===== src/rtl/serial_subtractor.sv =====
// Bit-serial subtractor: computes a - b - bin LSB-first with one full-subtractor
// cell and a borrow flip-flop, streaming each bit and then holding the parallel result.
module serial_subtractor #(
  parameter  int WIDTH = 8,
  localparam int CNT_W = $clog2(WIDTH + 1)
) (
  input  logic             clk,
  input  logic             rst_n,
  input  logic             start_valid,
  output logic             start_ready,
  input  logic [WIDTH-1:0] a,
  input  logic [WIDTH-1:0] b,
  input  logic             bin,
  output logic             busy,
  output logic             diff_bit,
  output logic             diff_bit_valid,
  output logic [WIDTH-1:0] diff,
  output logic             bout,
  output logic             done_valid,
  input  logic             done_ready
);

  typedef enum logic [1:0] {
    IDLE,
    SHIFT,
    DONE
  } state_t;

  state_t state, state_next;

  logic [WIDTH-1:0] sa, sb, result;
  logic             borrow;
  logic [CNT_W-1:0] cnt;
  logic             d, nb, last_bit;

  // Full-subtractor cell on the current LSBs.
  assign d        = sa[0] ^ sb[0] ^ borrow;
  assign nb       = (~sa[0] & sb[0]) | (~(sa[0] ^ sb[0]) & borrow);
  assign last_bit = (cnt == CNT_W'(WIDTH - 1));

  always_ff @(posedge clk or negedge rst_n) begin
    if (!rst_n) state <= IDLE;
    else        state <= state_next;
  end

  // NOTE: every output and next-state signal gets a default first so no
  // path through the case statement can infer a latch.
  always_comb begin
    state_next     = state;
    start_ready    = 1'b0;
    busy           = 1'b0;
    diff_bit       = 1'b0;
    diff_bit_valid = 1'b0;
    done_valid     = 1'b0;
    unique case (state)
      IDLE: begin
        start_ready = 1'b1;
        if (start_valid) state_next = SHIFT;
      end
      SHIFT: begin
        busy           = 1'b1;
        diff_bit       = d;
        diff_bit_valid = 1'b1;
        if (last_bit) state_next = DONE;
      end
      DONE: begin
        busy       = 1'b1;
        done_valid = 1'b1;
        if (done_ready) state_next = IDLE;
      end
      default: state_next = IDLE;
    endcase
  end

  // NOTE: sequential state uses non-blocking assignments so every register
  // samples pre-edge values, regardless of statement order.
  always_ff @(posedge clk or negedge rst_n) begin
    if (!rst_n) begin
      sa     <= '0;
      sb     <= '0;
      result <= '0;
      borrow <= 1'b0;
      cnt    <= '0;
    end else if (state == IDLE && start_valid) begin
      sa     <= a;
      sb     <= b;
      borrow <= bin;
      result <= '0;
      cnt    <= '0;
    end else if (state == SHIFT) begin
      sa     <= sa >> 1;
      sb     <= sb >> 1;
      result <= {d, result[WIDTH-1:1]};
      borrow <= nb;
      cnt    <= cnt + 1'b1;
    end
  end

  // Result and borrow stay put outside SHIFT, so they hold through DONE and beyond.
  assign diff = result;
  assign bout = borrow;

endmodule


===== config.mk =====
export PLATFORM = sky130hd
export DESIGN_NAME = serial_subtractor
export DESIGN_NICKNAME = d
export VERILOG_FILES = /design/src/rtl/serial_subtractor.sv
export SDC_FILE = /design/constraint.sdc
export NUM_CORES = 1
export LEC_CHECK = 0
export ABC_AREA = 1
export CORE_MARGIN = 1.5
export CORE_UTILIZATION = 40
export CTS_BUF_LIST = sky130_fd_sc_hd__clkbuf_8
export CTS_CLUSTER_SIZE = 10
export DETAILED_ROUTE_END_ITERATION = 7
export GPL_TIMING_DRIVEN = 0
export PLACE_DENSITY = 0.69
export SLEW_MARGIN = 0
export SYNTH_ARGS = -nofsm -noshare
export SYNTH_HDL_FRONTEND = slang
export SYNTH_SLANG_ARGS = --single-unit

===== constraint.sdc =====
create_clock -name clk -period 1.26 [get_ports clk]
set_clock_uncertainty 0.05 [all_clocks]
set_input_delay 0.126 -clock clk [delete_from_list [all_inputs] [get_ports clk]]
set_output_delay 0.126 -clock clk [all_outputs]
set_load 0.1 [all_outputs]

==> key figures <==
Die
  • Die W: 64.80 µm
  • Chip Height: 64.80 µm
  • Initial Utilization: 41.73%
  • Core Area: 3661 µm²
  • Ports: 35
  • # rows: 22
  • DIE AREA: 4199 µm²

Finish
  • Final Cell Area: 2470 µm²
  • Layout fillers: 285
  • Ant diodes: 0
  • Area of the multi-input gates: 797.0 µm²
  • P&R area growth vs syn: 61.67%
  • Register area: 779.5 µm²
  • Share of cells above drive strength 1: 42.06%
  • Nets@finish: 258
  • Commonest non-fill, non-tap cell in the layout: nor2_1
  • Most frequent cells in the layout: 31 x nor2_1, 30 x dfrtp_1, 23 x nand2_1

Placement
  • Gpl congestion: 0.7588
  • Setup WS pre-CTS: -1.090 ns
  • Final HPWL DP: 2260 µm
  • Port Buffers: 34
  • DP Area: 1971 µm²

Global route
  • Overflow after GRT: 0
  • First-pass GRT wire length: 6617 µm
  • Vias in the first global route: 1,404
  • Largest net degree at the start of global routing: 32
  • Antenna violations before repair: 0
  • GRT Overall Usage: 21.13%

Timing
  • Final setup viols: 37
  • RSZ-0062 raised after global routing: true
  • Min Hold Slack: 0.3311 ns
  • Max Freq: 0.5613 GHz
  • Worst-Margin Slew: 0.9470 ns
  • Fin Setup TNS: -8.607 ns
  • Minimum clock period: 1.782 ns
  • Final Max Slew Viols: 0
  • Slew headroom: 37.12%
  • Final hold vios: 0
  • Period utilization: 141.4%
  • Final setup margin: -0.5217 ns

Drt
  • Final ANT Viol Nets: 0
  • Post-DR wirelength/cell: 13.76 µm
  • Post-Route WL: 3866 µm
  • Detailed Route Iter0 Violations: 43
  • Via density: 4.875
  • DR vias: 1,370
  • DRC: 0
  • Number of detailed-route iterations in the first pass: 4

Worst setup path
  • Crit path kind: reg2out
  • Worst Setup End Kind: output pin
  • Worst-path maximum fanout: 2
  • CP Launch Type: register
  • WP data arrival: 1.61 ns
  • Slowest CP cell: dfrtp_4
  • CP peak stage delay: 0.47 ns
  • Internal reg-to-reg setup slack: -0.32 ns
  • WP data required: 1.08 ns
  • CP Cell Sequence: inv_2 > fa_1 > nand2_2 > clkinvlp_4 > buf_6

Clock tree
  • CTS tree: done
  • Root Buffer: clkbuf_8
  • Worst-path clk slew: 0.07 ns
  • Clk Latency, worst-skew pair: 0.29 ns
  • H-tree depth reported by CTS: 2
  • Clk sinks: 31
  • Max clock buf depth: 2
  • Number of buffers created by CTS: 5

Yosys
  • Mapped Avg Cell Area: 8.730 µm²
  • Seq cells post-synth: 31
  • Post-Synthesis Cell Area: 1528 µm²
  • Synth warn: 0
  • Cells after Synth: 175
  • Syn Nets: 201
  • Yosys cell types: 19
  • Seq/Total Area, Yosys: 50.78%

Hold path
  • Hold Path Class: in2reg

Outcome
  • Outcome: finished, violations left
  • Failing checks: setup timing

Run
  • Maxcap violations: 0
-- cell families after synthesis --
group	after synthesis	synth area share (%)
compound gates	36	13.60
fa+ha+maj	5	4.587
buf+inv	20	9.090
flops	31	50.78
simple gates	83	21.95
-- state kept, by name, indices dropped and copies added, names as in the netlist --
name   cells
diff       8
bout       1
sa         8
state      2
sb         8
cnt        4
-- final cells by class --
class | count | area share [%]
Multi-Input combinational cell | 124 | 32.27
Sequential cell | 31 | 31.56
Timing Repair Buffer | 49 | 21.53
Buffer | 9 | 4.458
Clock buffer | 6 | 3.343
Inverter | 11 | 2.533
Tap cell | 48 | 2.432
Clock inverter | 2 | 1.418
Timing Repair inverter | 1 | 0.4559
-- repair_timing --
| item | CTS | global route |
|---|---|---|
| hold endpoints to repair | 31 | 0 |
| hold buffers | 1 | 0 |
| pin swaps | 14 | 3 |
| gates cloned | 5 | 0 |
| setup endpoints to repair | 45 | 37 |
| buffers inserted | 10 | 3 |
| resized for setup | 145 | 19 |
-- final timing paths --
kind                          start  endpoint  cells after the start
max in group asynchronous     rst_n      bout                      2
min reg2reg                   sa[7]     sa[7]                      2
min in group asynchronous     rst_n     sb[0]                      2
max reg2reg                state[1]     sa[1]                      9
max                            bout  diff_bit                      5
min                            a[7]     sa[7]                      3
-- metrics by stage --
stage	util (%)	instances
after floorplan	-	175
after global placement	53.96	257
after global routing	67.46	281
after detailed placement	53.83	257
final	67.46	281
after CTS	65.76	281
-- routing by layer --
layer / part of all wire [%] / global-route usage (%)
met1: 46 / 27.93
met2: 47 / 32.60
met3: 3.2 / 5.035
met4: 3.2 / 10.11
met5: 0 / 0
-- critical path, delay by kind of cell, from the launching register on --
| family | cells | cell delay (ns) |
|---|---|---|
| DFF | 1 | 0.47 |
| adders and majority gates | 1 | 0.42 |
| buffers and inverters | 3 | 0.33 |
| and+or+nand+nor | 1 | 0.10 |
-- cells in the mapped netlist --
library cell / instances / area (µm²)
ha_1: 4 / 50.05
a21oi_2: 6 / 52.55
o211ai_1: 2 / 15.01
nor2_1: 33 / 123.9
dfrtp_1: 31 / 775.7
buf_12: 1 / 20.02
nand3_1: 12 / 60.06
o21ai_0: 10 / 50.05
buf_6: 4 / 45.04
buf_4: 2 / 15.01
fa_1: 1 / 20.02
a21oi_1: 18 / 90.09
nor3_1: 1 / 5.000
inv_8: 1 / 11.26
inv_2: 1 / 3.750
buf_2: 2 / 10.01
nand2_1: 36 / 135.1
inv_1: 9 / 33.78
nand2_4: 1 / 11.26
Power is left out: the tool's default activity adds up to more than one toggle a clock period on the data nets, which glitch-free logic cannot reach.
